File: src/rtl/uart_loader_pkg.sv
// Shared types and constants for the UART program loader.
// The loader takes 8N1 frames from a serial line and writes them into program memory.
package uart_loader_pkg;

   localparam int unsigned DEF_CLKS_PER_BIT = 104;
   localparam int unsigned DEF_MEM_SIZE     = 512;
   localparam int unsigned DATA_BITS        = 8;
   localparam int unsigned STOP_BITS        = 1;

   typedef enum logic [1:0] {
      RX_IDLE,
      RX_START,
      RX_DATA,
      RX_STOP
   } rx_state_e;

endpackage

File: src/rtl/uart_rx.sv
// 8N1 serial receiver: 2-flop synchroniser, framing FSM and mid-bit sample timing.
// o_byte_valid and o_frame_err are single-cycle pulses, raised in the cycle of the stop-bit sample.
module uart_rx
   import uart_loader_pkg::*;
#(
   parameter int unsigned CLKS_PER_BIT = DEF_CLKS_PER_BIT
) (
   input  logic       i_clk,
   input  logic       i_nrst,
   input  logic       i_rx,
   output logic [7:0] o_byte,
   output logic       o_byte_valid,
   output logic       o_frame_err,
   output logic       o_busy
);

   localparam int unsigned     CNT_W       = $clog2(CLKS_PER_BIT);
   localparam logic [CNT_W-1:0] FULL_RELOAD = CNT_W'(CLKS_PER_BIT - 1);
   localparam logic [CNT_W-1:0] HALF_RELOAD = CNT_W'(CLKS_PER_BIT / 2 - 1);
   localparam logic [2:0]       LAST_BIT    = 3'(DATA_BITS - 1);

   logic [1:0]       sync_q, sync_d;
   rx_state_e        state_q, state_d;
   logic [CNT_W-1:0] cnt_q, cnt_d;
   logic [2:0]       bit_q, bit_d;
   logic [7:0]       shift_q, shift_d;
   logic             wait_high_q, wait_high_d;
   logic             rx_s;

   assign rx_s   = sync_q[1];
   assign o_byte = shift_q;
   assign o_busy = (state_q != RX_IDLE);

   always_ff @(posedge i_clk) begin
      if (!i_nrst) begin
         sync_q      <= '1;
         state_q     <= RX_IDLE;
         cnt_q       <= '0;
         bit_q       <= '0;
         shift_q     <= '0;
         wait_high_q <= 1'b0;
      end else begin
         sync_q      <= sync_d;
         state_q     <= state_d;
         cnt_q       <= cnt_d;
         bit_q       <= bit_d;
         shift_q     <= shift_d;
         wait_high_q <= wait_high_d;
      end
   end

   always_comb begin
      sync_d       = {sync_q[0], i_rx};
      state_d      = state_q;
      cnt_d        = cnt_q;
      bit_d        = bit_q;
      shift_d      = shift_q;
      wait_high_d  = wait_high_q;
      o_byte_valid = 1'b0;
      o_frame_err  = 1'b0;
      unique case (state_q)
         RX_IDLE: begin
            // After a break the line must return high before a low counts as a start bit.
            if (rx_s) begin
               wait_high_d = 1'b0;
            end else if (!wait_high_q) begin
               state_d = RX_START;
               cnt_d   = HALF_RELOAD;
            end
         end
         RX_START: begin
            if (cnt_q != '0) begin
               cnt_d = cnt_q - CNT_W'(1);
            end else if (rx_s) begin
               state_d = RX_IDLE;
            end else begin
               state_d = RX_DATA;
               cnt_d   = FULL_RELOAD;
               bit_d   = '0;
            end
         end
         RX_DATA: begin
            if (cnt_q != '0) begin
               cnt_d = cnt_q - CNT_W'(1);
            end else begin
               shift_d = {rx_s, shift_q[7:1]};
               cnt_d   = FULL_RELOAD;
               if (bit_q == LAST_BIT) begin
                  state_d = RX_STOP;
               end else begin
                  bit_d = bit_q + 3'd1;
               end
            end
         end
         RX_STOP: begin
            if (cnt_q != '0) begin
               cnt_d = cnt_q - CNT_W'(1);
            end else begin
               state_d = RX_IDLE;
               if (rx_s) begin
                  o_byte_valid = 1'b1;
               end else begin
                  o_frame_err = 1'b1;
                  wait_high_d = 1'b1;
               end
            end
         end
         default: state_d = RX_IDLE;
      endcase
   end

endmodule

File: src/rtl/uart_loader.sv
// Boot loader: receives MEM_SIZE bytes over UART and writes them to consecutive addresses.
// o_load_done rises with the final write and holds until reset; later frames are decoded but not written.
module uart_loader
   import uart_loader_pkg::*;
#(
   parameter int unsigned CLKS_PER_BIT = DEF_CLKS_PER_BIT,
   parameter int unsigned MEM_SIZE     = DEF_MEM_SIZE,
   parameter int unsigned ADDR_W       = $clog2(MEM_SIZE)
) (
   input  logic              i_clk,
   input  logic              i_nrst,
   input  logic              i_uart_rx,
   output logic              o_mem_we,
   output logic [ADDR_W-1:0] o_mem_addr,
   output logic [7:0]        o_mem_data,
   output logic              o_load_done,
   output logic              o_frame_err,
   output logic              o_busy
);

   localparam logic [ADDR_W-1:0] LAST_ADDR = ADDR_W'(MEM_SIZE - 1);

   logic [7:0]        rx_byte;
   logic              rx_valid;
   logic              rx_ferr;

   logic [ADDR_W-1:0] ptr_q, ptr_d;
   logic              we_q, we_d;
   logic [ADDR_W-1:0] addr_q, addr_d;
   logic [7:0]        data_q, data_d;
   logic              done_q, done_d;
   logic              ferr_q, ferr_d;

   uart_rx #(
      .CLKS_PER_BIT(CLKS_PER_BIT)
   ) u_rx (
      .i_clk       (i_clk),
      .i_nrst      (i_nrst),
      .i_rx        (i_uart_rx),
      .o_byte      (rx_byte),
      .o_byte_valid(rx_valid),
      .o_frame_err (rx_ferr),
      .o_busy      (o_busy)
   );

   always_ff @(posedge i_clk) begin
      if (!i_nrst) begin
         ptr_q  <= '0;
         we_q   <= 1'b0;
         addr_q <= '0;
         data_q <= '0;
         done_q <= 1'b0;
         ferr_q <= 1'b0;
      end else begin
         ptr_q  <= ptr_d;
         we_q   <= we_d;
         addr_q <= addr_d;
         data_q <= data_d;
         done_q <= done_d;
         ferr_q <= ferr_d;
      end
   end

   // The pointer parks on the last address instead of wrapping once loading completes.
   always_comb begin
      ptr_d  = ptr_q;
      we_d   = 1'b0;
      addr_d = addr_q;
      data_d = data_q;
      done_d = done_q;
      ferr_d = ferr_q | rx_ferr;
      if (rx_valid && !done_q) begin
         we_d   = 1'b1;
         addr_d = ptr_q;
         data_d = rx_byte;
         if (ptr_q == LAST_ADDR) begin
            done_d = 1'b1;
         end else begin
            ptr_d = ptr_q + ADDR_W'(1);
         end
      end
   end

   assign o_mem_we    = we_q;
   assign o_mem_addr  = addr_q;
   assign o_mem_data  = data_q;
   assign o_load_done = done_q;
   assign o_frame_err = ferr_q;

endmodule

File: config.mk
export PLATFORM = sky130hd
export DESIGN_NAME = uart_loader
export DESIGN_NICKNAME = d
export VERILOG_FILES = /design/src/rtl/uart_loader_pkg.sv /design/src/rtl/uart_rx.sv /design/src/rtl/uart_loader.sv
export SDC_FILE = /design/constraint.sdc
export NUM_CORES = 1
export LEC_CHECK = 0
export CAP_MARGIN = 10
export CORE_MARGIN = 3
export CORE_UTILIZATION = 50
export CTS_BUF_LIST = sky130_fd_sc_hd__clkbuf_4 sky130_fd_sc_hd__clkbuf_8
export DETAILED_ROUTE_END_ITERATION = 8
export GPL_TIMING_DRIVEN = 0
export HOLD_SLACK_MARGIN = 0.15
export PLACE_DENSITY_LB_ADDON = 0.25
export SLEW_MARGIN = 20
export SYNTH_ARGS = -nofsm -noshare
export SYNTH_HDL_FRONTEND = slang
export SYNTH_SLANG_ARGS = --single-unit
File: constraint.sdc
create_clock -name i_clk -period 3.45 [get_ports i_clk]
set_input_delay 0.5175 -clock i_clk [delete_from_list [all_inputs] [get_ports i_clk]]
set_output_delay 0.5175 -clock i_clk [all_outputs]
set_load 0.02 [all_outputs]
# ---- Yosys cells after proc, flatten, opt, wreduce, memory -nomap -nowiden
# Index checks and enable logic that the tools add are counted.
dict set report word_totals {
  reg_bits 52
  latchBits 0
  mem_bits_rw 0
  mem_bits_ro 0
  inputBits 3
  output_inout_bits 21
  wordCells 80
  memories 0
}
dict set report classes {
  addsub 3
  n_mul 0
  div_mod_pow 0
  n_lt_le_gt_ge 0
  eq_ne 17
  shift 0
  muxes 31
  n_bitwise 3
  reduce_logical 14
}
# operator n
set op_table {}
lappend op_table {{two-way mux 7 bit} 6}
lappend op_table {{one-hot mux 7 bit (4 select lines)} 1}
lappend op_table {{!= test 2 bit (second input constant)} 8}
lappend op_table {{two-way mux 2 bit} 7}
lappend op_table {{two-way mux 3 bit} 4}
lappend op_table {{two-way mux 1 bit} 10}
lappend op_table {{adder 9 x 1 -> 9 bit (second input constant)} 1}
lappend op_table {{== test 9 bit (second input constant)} 1}
lappend op_table {{one-hot mux 2 bit (4 select lines)} 1}
lappend op_table {{AND reduction 4 bit} 2}
lappend op_table {{nonzero test 7 bit} 1}
lappend op_table {{subtractor 7 x 1 -> 7 bit (second input constant)} 1}
lappend op_table {{!= test 2 x 1 -> 1 bit (second input constant)} 3}
lappend op_table {{one-hot mux 3 bit (2 select lines)} 1}
lappend op_table {{AND reduction 2 bit} 3}
lappend op_table {{AND reduction 6 bit} 1}
lappend op_table {{nonzero test 2 bit} 3}
lappend op_table {{AND reduction 5 bit} 1}
lappend op_table {{== test 2 bit (second input constant)} 2}
lappend op_table {{adder 3 x 1 -> 3 bit (second input constant)} 1}
lappend op_table {{== test 3 bit (second input constant)} 1}
lappend op_table {{!= test 3 bit (second input constant)} 1}
lappend op_table {{== test 2 x 1 -> 1 bit (second input constant)} 1}
lappend op_table {{zero test 2 bit} 1}
lappend op_table {{5 further kinds} 6}

# ---- Longest topological paths before layout
# Gate-level depths: netlist (run 1).
dict set report logic_depth {
  depth_word 5
  mapped_depth 8
}

# ---- Hierarchy
# Synthesis (run 1) repeated with hierarchy kept, for this count alone.
dict set report unflattened {
  cells_unflattened 288
  hier_area_um2 2401.1
}
# module n_inst cells_each area_each_um2 seq_area_each_um2
set by_module_without_submodules {}
lappend by_module_without_submodules {uart_rx 1 157 1303.8 460.4}
lappend by_module_without_submodules {uart_loader 1 131 1097.3 580.6}

# ---- Worst setup path after synthesis (run 1)
# OpenSTA, ideal clock, no wires.
dict set report synth_path {
  path_type {reg2reg}
  from {reg ptr_q[4]}
  to {reg ptr_q[7]}
  arrival_time_ns 2.205
  t_required_ns 3.380
  setup_slack_ns 1.175
  path_stages_with_launch 9
  path_buffers 0
  period_less_slack_ns 2.275
  cell_sequence {dfxtp_1 and4_2 nand2_1 nor2_1 ha_1 or4bb_1 or4_4 or3_1 a21oi_1}
}
dict set report synth_between {
  elab_chain_cells 3
  word_cells_on_any_way 4
  classes_between {add/sub (1); eq/ne (1); bitwise (1); reduce/logical (1)}
}
# item line_no
set synth_rtl {}
lappend synth_rtl {{start, declared} uart_loader.sv:27} ;# logic [ADDR_W-1:0] ptr_q, ptr_d;
lappend synth_rtl {{start signal, assigned} uart_loader.sv:55} ;# ptr_q <= ptr_d;
lappend synth_rtl {{parallel branches: the longest is 3 deep, another holds adder 9 x 1 -> 9 bit} -}
# Parallel ways; which one is timed is not known.
# A chain may end at the register's enable or synchronous reset.

# ---- Worst setup path after layout (run 1)
dict set report layout_path {
  from {reg ptr_q[3]}
  to {reg ptr_q[3]}
}
# Same word-level chain as after synthesis.

==> impl_results.md, run 1 <==
* Power share of the combinational group at 25.0%
* Number of buffers on the longest clock path at 2
* Post-synthesis instance area at 0.00241 sq mm
* Global-route wire length before repair at 9.29 mm
* Total grt overflow at 0
* Number of distinct library cells after synthesis at 49
* Unrepaired setup endpoints after global routing: no
* Input/output buffers at 23
* Die area at 0.00570 sq mm
* Total half-perimeter wirelength after legalization and detailed placement at 3.85 mm
* Final nets at 318
* Timing startpoint of the critical path: ptr_q[3]$_SDFFE_PN0P_
* Static leakage at 1.13 nW
* Vias after detailed routing at 2110
* Fraction of power spent switching nets at 33.0%
* Total negative slack at 0 ns
* Final hold slack at 0.414 ns
* Sequential Power Share at 48.3%
* Worst skew pair latency at 0.30 ns
* Post-synth EDFFs at 0
* Pin slew with the least headroom to its limit at 0.772 ns
* Outcome: finished clean
* Pin count of the biggest net entering global routing at 17
* Share of the core filled with cells in the final layout at 62.2%
* Antenna diode instance count at 0
* Primary FF master, synth: sky130_fd_sc_hd__dfxtp_1
* Power per Cell Area at 473 mW/mm^2
* Vias in the first global route at 2016
* Chip Width at 75.5 microns
* Most used standard cells in the synthesized netlist: sky130_fd_sc_hd__dfxtp_1 (52), sky130_fd_sc_hd__nor2_1 (33), sky130_fd_sc_hd__a21oi_1 (25), sky130_fd_sc_hd__nand2_1 (24), sky130_fd_sc_hd__mux2i_1 (20)
* Worst Setup EP: ptr_q[3]$_SDFFE_PN0P_
* Last weighted congestion value of the routability-driven placer at 0.896
* Detail-routed net length per standard cell at 15.1 microns
* Mean area per synthesized cell at 8.81 sq um
* Placement row count at 24
* Share of synthesized area occupied by flip-flops and latches at 43.1%
* Synthesis-stage register bit count at 52
* Core region area at 0.00450 sq mm
* Number of antenna violations at the first check in global routing at 0
* IR Drop Worst-Case VDD at 0.279 mV
* Cell with the most instances after synthesis: sky130_fd_sc_hd__dfxtp_1
* Final count of hold timing violations at 0
* Required time at the worst-slack endpoint at 3.69 ns
* Arrival time worst endpoint at 2.71 ns
* Synthesized instance count at 274
* Final critical-path setup slack at 0.976 ns
* Net switching component of the power at 0.000438 W
* Final ANT Viol Nets at 0
* Number of vias per cell at 5.91
* Endpoint of the worst register-to-register path: ptr_q[3]$_SDFFE_PN0P_
* Number of H-tree branching levels at 2
* Fraction of synthesis flops using an asynchronous set or reset pin at 0%
* Drt drc at 0
* CTS sink cnt at 52
* Int Power at 0.000889 W
* Final setup violation count at 0
* Post-Route WL at 5.38 mm
* Slack of the worst reg-to-reg path at 0.98 ns
* Number of pins with negative max-slew slack in the final report at 0
* Type of the setup path with the least slack: register to register
* Setup slack after placement at 1.01 ns
* Worst setup skew after layout at 0.00769 ns
* Buffer type at the clock tree root: sky130_fd_sc_hd__clkbuf_8
* Worst Setup Start Kind: register
* Die boundary height at 75.5 microns
* Clock-pin slew on the worst setup and hold paths at 0.10 ns
* Num CTS Buffers at 5
* Max-cap viol count at 0
* Critical hold path startpoint: u_rx.sync_q[0]$_SDFF_PN1_
* Crit Path Max Fanout at 6
* R2R Path Start: ptr_q[3]$_SDFFE_PN0P_
* Num ports at 24
* Total number of yosys warnings at 0
* # resized after CTS at 0
* Initial cell density of the core at 53.6%
* Final critical delay including setup and external delays at 2.47 ns
* Syn Nets at 288
* Number of setup buffers added after CTS at 0
* Total Power at 0.00133 W
* Number of buffers inserted for hold repair after clock tree synthesis at 0
* Clock network fraction of design power at 26.8%
* Largest area contributor in the netlist: sky130_fd_sc_hd__dfxtp_1
* Reg2reg path depth at 8
* Final period util at 71.7%
* Kind of capture point of the worst setup path: register
* Maximum clock frequency at 0.404 GHz
* Proportion of netlist area held by the largest area contributor at 43.1%
* First drt pass iteration count at 4
* Global-route usage over all layers at 20.7%
* Initial drt markers at 130
* Cell types occupying the most area after synthesis: sky130_fd_sc_hd__dfxtp_1 (43%), sky130_fd_sc_hd__mux2i_1 (8.3%), sky130_fd_sc_hd__ha_1 (5.7%)
* Layout cells sized above 1 at 6.23%
* Hold Crit Class: register to register
* CTS tree: built
* Worst relative slew slack at 48.1%
* Post-synthesis to final-layout area growth at 16.1%
worst min path at each step:
stage	end	slack (ns)	cells after the start
after global routing	u_rx.sync_q[1]$_SDFF_PN1_	0.43	1
after CTS	u_rx.sync_q[1]$_SDFF_PN1_	0.42	1
after floorplan	u_rx.sync_q[1]$_SDFF_PN1_	0.39	1
after global placement	u_rx.sync_q[1]$_SDFF_PN1_	0.39	1
final	u_rx.sync_q[1]$_SDFF_PN1_	0.41	1
after detailed placement	u_rx.sync_q[1]$_SDFF_PN1_	0.39	1
registers in the layout, indices dropped and copies added, names as in the netlist, named ones only:
signal / cells
o_mem_addr: 9
ptr_q: 9
o_mem_data: 8
u_rx.o_byte: 8
u_rx.cnt_q: 7
u_rx.bit_q: 3
u_rx.sync_q: 2
o_frame_err: 1
o_load_done: 1
o_mem_we: 1
u_rx.state_q: 1
u_rx.wait_high_q: 1
cell usage in the layout (no fill, tap or decap), types with 2 or more instances in the layout:
cell type	n
sky130_fd_sc_hd__a211oi_1	2
sky130_fd_sc_hd__a21oi_1	25
sky130_fd_sc_hd__a31oi_1	2
sky130_fd_sc_hd__buf_1	3
sky130_fd_sc_hd__clkbuf_1	9
sky130_fd_sc_hd__clkbuf_8	5
sky130_fd_sc_hd__clkdlybuf4s50_1	23
sky130_fd_sc_hd__dfxtp_1	52
sky130_fd_sc_hd__ha_1	11
sky130_fd_sc_hd__inv_1	9
sky130_fd_sc_hd__mux2i_1	20
sky130_fd_sc_hd__nand2_1	24
sky130_fd_sc_hd__nand2b_1	4
sky130_fd_sc_hd__nand3_1	13
sky130_fd_sc_hd__nand4_1	4
sky130_fd_sc_hd__nor2_1	33
sky130_fd_sc_hd__nor3_1	2
sky130_fd_sc_hd__nor4_1	4
sky130_fd_sc_hd__o21ai_0	18
sky130_fd_sc_hd__o221a_2	2
sky130_fd_sc_hd__o31ai_1	2
sky130_fd_sc_hd__or3_1	6
metrics by stage:
stage | instances | instance area, sq um
after floorplan | 274 | 2410
after global placement | 349 | 2710
after detailed placement | 349 | 2710
after CTS | 357 | 2800
after global routing | 357 | 2800
final | 357 | 2800
critical path, cell delays in order (launching register included):
cell                      delay, ns
sky130_fd_sc_hd__dfxtp_1       0.37
sky130_fd_sc_hd__and4_2        0.24
sky130_fd_sc_hd__nand2_1       0.10
sky130_fd_sc_hd__nor2_1        0.06
sky130_fd_sc_hd__ha_1          0.25
sky130_fd_sc_hd__or4bb_1       0.49
sky130_fd_sc_hd__or4_4         0.46
sky130_fd_sc_hd__or3_1         0.32
sky130_fd_sc_hd__a21oi_1       0.13
layout make-up:
| class | count | area [sq um] |
|---|---|---|
| plain buffers | 15 | 70.1 |
| clock buffers | 6 | 76.3 |
| clock inverters | 2 | 16.3 |
| fillers | 397 | 1700 |
| inverters | 9 | 33.8 |
| multi-input cells | 198 | 1270 |
| flip-flops and latches | 52 | 1040 |
| well taps | 52 | 65.1 |
| repair buffers | 23 | 230 |
power groups by stage:
| stage | Clock (W) | Combinational [W] | Sequential (W) |
|---|---|---|---|
| after floorplan | 0 | 0.000245 | 0.000649 |
| after global placement | 0 | 0.000319 | 0.000653 |
| after detailed placement | 0 | 0.000322 | 0.000654 |
| after CTS | 0.000367 | 0.000325 | 0.000640 |
| after global routing | 0.000384 | 0.000366 | 0.000644 |
| final | 0.000355 | 0.000331 | 0.000640 |
routing by layer:
metal | part of all wire [%] | vias up | routed length [microns] | global-route usage [%]
li1 | - | 1047 | - | -
met1 | 45 | 1005 | 2440 | 27.3
met2 | 50 | 53 | 2680 | 35.5
met3 | 4.3 | 5 | 229 | 3.43
met4 | 0.63 | 0 | 34 | 4.47
met5 | 0 | - | 0 | 0
cells by family (layout without fill, tap and decap cells):
| logic type | after synthesis | in the layout | share of synthesized area [%] |
|---|---|---|---|
| adder cells (fa/ha/maj) | 11 | 11 | 5.70 |
| flip-flops | 52 | 52 | 43.1 |
| buffers and inverters | 24 | 55 | 4.30 |
| multiplexers | 20 | 20 | 8.29 |
| AND/OR/NAND/NOR | 102 | 102 | 21.9 |
| AO/OA/AOI/OAI | 64 | 64 | 16.3 |
| XOR/XNOR | 1 | 1 | 0.363 |
(Power assumes the default switching activity.)
==> inputs of run 2 (changes only) <==
Clock period 3.45 ns to 2.21 ns, I/O delays scaled along.
==> run 2 against run 1 <==
The flow now finishes with violations (setup timing). Clock skew is 0.0019 ns lower. Highest routed layer unchanged. Sequential power increased by 56%. Power increased by 64%. Largest cell class unchanged. Count of clock-buffer cells in the layout fell by 1. Critical path depth stayed put. Clock power increased by 56%. First-iteration DRC count rose by 8.5%.
==> impl_results.md, run 2 (synthesis results as in run 1) <==
* Outcome: finished with violations
* Violated checks: setup timing
* Final instance count without filler cells at 367
* Final critical-path setup slack at -0.110 ns
* Vias after detailed routing at 2147
* Clock-pin slew on the worst setup and hold paths at 0.10 ns
* Number of vias per cell at 5.85
* Final ANT Viol Nets at 0
* IR Drop Worst-Case VDD at 0.340 mV
* Placed cell areas at 0.00272 sq mm
* Worst relative slew slack at 54.5%
* CTS sink cnt at 52
* Hold Crit Class: register to register
* Most used cells in the layout excluding fill and tap cells: sky130_fd_sc_hd__dfxtp_1 (44), sky130_fd_sc_hd__nor2_1 (30), sky130_fd_sc_hd__a21oi_1 (24), sky130_fd_sc_hd__clkdlybuf4s50_1 (23), sky130_fd_sc_hd__nand2_1 (22)
* Total negative slack at -0.286 ns
* Vias in the first global route at 2048
* Layout cells sized above 1 at 15.9%
* Required time at the worst-slack endpoint at 2.45 ns
* Final count of hold timing violations at 0
* Max-cap viol count at 0
* Global-route wire length before repair at 9.25 mm
* Number of pins with negative max-slew slack in the final report at 0
* Final Instance Area at 0.00296 sq mm
* Buffer type at the clock tree root: sky130_fd_sc_hd__clkbuf_8
* Initial cell density of the core at 53.6%
* Static leakage at 1.21 nW
* Num CTS Buffers at 5
* Kind of capture point of the worst setup path: register
* Die boundary height at 75.5 microns
* Global-route usage over all layers at 20.9%
* Pin slew with the least headroom to its limit at 0.683 ns
* Final period util at 105%
* Share of the core filled with cells in the final layout at 65.8%
* Core region area at 0.00450 sq mm
* Number of H-tree branching levels at 2
* Final critical delay including setup and external delays at 2.32 ns
* Final setup violation count at 3
* Type of the setup path with the least slack: register to register
* Number of cells in the design after placement at 349
* Worst skew pair latency at 0.31 ns
* Post-Route WL at 5.58 mm
* Antenna diode instance count at 0
* CTS tree: built
* Initial drt markers at 141
* Arrival time worst endpoint at 2.56 ns
* Total half-perimeter wirelength after legalization and detailed placement at 3.64 mm
* Drt drc at 0
* Total grt overflow at 0
* Final hold slack at 0.419 ns
* Post-synthesis to final-layout area growth at 22.6%
* Worst setup skew after layout at 0.00582 ns
* Power per Cell Area at 733 mW/mm^2
* Pin count of the biggest net entering global routing at 18
* Detail-routed net length per standard cell at 15.2 microns
* Die area at 0.00570 sq mm
* Worst Setup Start Kind: register
* Most common cell after layout, fill and taps aside: sky130_fd_sc_hd__dfxtp_1
* Num ports at 24
* Fill count at 386
* Unrepaired setup endpoints after global routing: yes
* Last weighted congestion value of the routability-driven placer at 0.884
* First drt pass iteration count at 4
* Chip Width at 75.5 microns
* Crit Path Max Fanout at 6
* Input/output buffers at 23
* Placement row count at 24
* Final nets at 328
* Number of antenna violations at the first check in global routing at 0
* Maximum clock frequency at 0.431 GHz
* Number of buffers on the longest clock path at 2
[run 2: changes by cell type in the layout (fill, tap and decap cells not counted), sizes merged]
cell	before	now
clkbuf	16	15
inv	9	10
buf	4	14
[run 2: routing by layer]
layer  wire (microns)  GRT usage (%)
met4               57           8.74
met2             2820           34.1
met3              246           3.03
met1             2450           27.6
met5                0              0
[run 2: where the power goes]
part	switching, W	internal [W]	total, W
clock	0.000328	0.000225	0.000554
sequential	0.0000348	0.000967	0.00100
combinational	0.000373	0.000243	0.000616
[run 2: per-stage QoR]
stage | total power [W] | setup WS [ns]
floorplan | 0.00140 | 0.0271
global placement | 0.00152 | -0.103
detailed placement | 0.00153 | -0.153
CTS | 0.00215 | -0.0673
global route | 0.00228 | -0.168
finish | 0.00217 | -0.110
[run 2: final timing paths]
kind | startpoint | endpoint | slack [ns] | depth (start not counted)
setup reg to reg | ptr_q[1]$_SDFFE_PN0P_ | ptr_q[3]$_SDFFE_PN0P_ | -0.11 | 8
setup / recovery | ptr_q[1]$_SDFFE_PN0P_ | ptr_q[3]$_SDFFE_PN0P_ | -0.11 | 8
hold reg to reg | u_rx.sync_q[0]$_SDFF_PN1_ | u_rx.sync_q[1]$_SDFF_PN1_ | 0.42 | 1
hold / removal | u_rx.sync_q[0]$_SDFF_PN1_ | u_rx.sync_q[1]$_SDFF_PN1_ | 0.42 | 1
[run 2: worst max-delay path: stages (launching register included)]
cell and delay (ns):
sky130_fd_sc_hd__dfxtp_2 0.35, sky130_fd_sc_hd__ha_1 0.20, sky130_fd_sc_hd__nand2_2 0.10, sky130_fd_sc_hd__nor2_4 0.04, sky130_fd_sc_hd__ha_4 0.15, sky130_fd_sc_hd__or4bb_1 0.46, sky130_fd_sc_hd__or4_4 0.47, sky130_fd_sc_hd__or3_4 0.39
sky130_fd_sc_hd__a21oi_2 0.11
[run 2: cell type report]
| cell class | instances | area, sq um | share of cell area (%) |
|---|---|---|---|
| buffer | 15 | 75.1 | 2.53 |
| clock buffer | 5 | 68.8 | 2.32 |
| clock inverter | 3 | 21.3 | 0.718 |
| inverter | 9 | 33.8 | 1.14 |
| multi-input combinational | 198 | 1340 | 45.2 |
| sequential | 52 | 1050 | 35.6 |
| tap | 52 | 65.1 | 2.20 |
| timing repair buffer | 33 | 305 | 10.3 |
[run 2: timing repair]
action / in CTS / in global routing
gates resized for setup: 13 / 14
hold buffers: 0 / 0
pin swaps: 2 / 0
buffers inserted: 10 / 0
endpoints found under the setup margin: 21 / 36
==> inputs of run 3 (changes only) <==
Settings changed: SKIP_CTS_REPAIR_TIMING from default to 1.
==> run 3 against run 2 <==
The flow still finishes with violations (setup timing). Non-clock buffer count is 2 lower. Worst hold slack improved by 0.0022 ns. Combinational power up 1%. Power grew 0.50%. Fmax shrank 1.2%. Count of clock-buffer cells in the layout unchanged. Sequential power hardly changed. Routed wire length fell by 1.8%. Global-route usage down 1.0 points. Utilization shrank 0.25 points. Critical path type unchanged.
==> impl_results.md, run 3 (synthesis results as in run 1) <==
* Hold Crit Class: register to register
* Max-cap viol count at 0
* Die area at 0.00570 sq mm
* CTS tree: built
* Worst skew pair latency at 0.31 ns
* Total Power at 0.00218 W
* Global-route usage over all layers at 19.9%
* Chip Width at 75.5 microns
* IR Drop Worst-Case VDD at 0.340 mV
* Input/output buffers at 23
* Die boundary height at 75.5 microns
* Last weighted congestion value of the routability-driven placer at 0.884
* Worst Setup Start Kind: register
* Number of vias per cell at 5.92
* Final count of hold timing violations at 0
* Most used cells in the layout excluding fill and tap cells: sky130_fd_sc_hd__dfxtp_1 (47), sky130_fd_sc_hd__nor2_1 (30), sky130_fd_sc_hd__a21oi_1 (23), sky130_fd_sc_hd__clkdlybuf4s50_1 (23), sky130_fd_sc_hd__nand2_1 (22)
* Num ports at 24
* Layout cells sized above 1 at 14.7%
* Drt drc at 0
* Power per Cell Area at 740 mW/mm^2
* Final period util at 106%
* Post-Route WL at 5.47 mm
* Violated checks: setup timing
* Vias after detailed routing at 2159
* Pin slew with the least headroom to its limit at 0.666 ns
* Most common cell after layout, fill and taps aside: sky130_fd_sc_hd__dfxtp_1
* Crit Path Max Fanout at 6
* Global-route wire length before repair at 8.85 mm
* Detail-routed net length per standard cell at 15.0 microns
* Type of the setup path with the least slack: register to register
* Outcome: finished with violations
* Number of H-tree branching levels at 2
* Kind of capture point of the worst setup path: register
* Static leakage at 1.20 nW
* Buffer type at the clock tree root: sky130_fd_sc_hd__clkbuf_8
* Placement row count at 24
* Number of pins with negative max-slew slack in the final report at 0
* Vias in the first global route at 1949
* Arrival time worst endpoint at 2.59 ns
* Core region area at 0.00450 sq mm
* Total negative slack at -0.337 ns
* Maximum clock frequency at 0.426 GHz
* Worst relative slew slack at 55.6%
* Final ANT Viol Nets at 0
* Antenna diode instance count at 0
* Slack of the worst reg-to-reg path at -0.14 ns
* Number of buffers on the longest clock path at 2
* Worst setup skew after layout at 0.00785 ns
* Final nets at 326
* Initial drt markers at 189
* Required time at the worst-slack endpoint at 2.45 ns
* First drt pass iteration count at 4
* Clock-pin slew on the worst setup and hold paths at 0.10 ns
* Unrepaired setup endpoints after global routing: yes
* Number of antenna violations at the first check in global routing at 0
* Final critical delay including setup and external delays at 2.35 ns
* Total grt overflow at 0
* Pin count of the biggest net entering global routing at 18
* Initial cell density of the core at 53.6%
* Final critical-path setup slack at -0.137 ns
* CTS sink cnt at 52
* Num CTS Buffers at 5
* Total half-perimeter wirelength after legalization and detailed placement at 3.64 mm
* Post-synthesis to final-layout area growth at 22.2%
* Final setup violation count at 3
==> run 3: path summary, 6_finish.rpt <==
kind / start / to / depth (start not counted)
worst min register to register: u_rx.sync_q[0]$_SDFF_PN1_ / u_rx.sync_q[1]$_SDFF_PN1_ / 1
worst max-delay path: ptr_q[0]$_SDFFE_PN0P_ / ptr_q[7]$_SDFFE_PN0P_ / 8
worst max register to register: ptr_q[0]$_SDFFE_PN0P_ / ptr_q[7]$_SDFFE_PN0P_ / 8
worst min-delay path: u_rx.sync_q[0]$_SDFF_PN1_ / u_rx.sync_q[1]$_SDFF_PN1_ / 1
==> run 3: metal layers <==
layer  part of all wire, %  routed length (microns)  vias up  GRT usage, %
met4                   1.2                       67        0          8.35
met3                   4.9                      267        8          3.03
met2                    50                     2710       65          31.7
met1                    44                     2430     1030          26.8
li1                      -                        -     1056             -
met5                     0                        0        -             0
==> run 3: worst max-delay path: stages (launching register included) <==
cell,delay [ns]
sky130_fd_sc_hd__dfxtp_2,0.35
sky130_fd_sc_hd__ha_1,0.21
sky130_fd_sc_hd__nand2_2,0.09
sky130_fd_sc_hd__nor2_4,0.04
sky130_fd_sc_hd__ha_4,0.15
sky130_fd_sc_hd__or4bb_1,0.46
sky130_fd_sc_hd__or4_4,0.47
sky130_fd_sc_hd__or3_1,0.37
sky130_fd_sc_hd__a21oi_2,0.14
==> run 3: report_power, final <==
group | switching (W) | internal (W)
Combinational | 0.000369 | 0.000254
Sequential | 0.0000345 | 0.000966
Clock | 0.000334 | 0.000226
==> run 3: metrics by stage <==
step                      hold slack (ns)  util, %  cells  worst slack [ns]  cell area, sq um
after detailed placement            0.397     60.3    349            -0.153              2720
final                               0.421     65.5    365            -0.137              2950
after CTS                           0.421     62.3    357            -0.200              2810
after global placement              0.388     60.3    349            -0.103              2720
after floorplan                     0.386        -    274            0.0271              2420
after global routing                0.452     65.5    365            -0.209              2950
==> run 3: layout make-up <==
cell class                 count  area, sq um
tap                           52         65.1
buffer                        15         75.1
sequential                    52         1050
timing repair buffer          31          290
fill                         380         1550
inverter                       9         33.8
clock inverter                 3         21.3
clock buffer                   5         68.8
multi-input combinational    198         1350
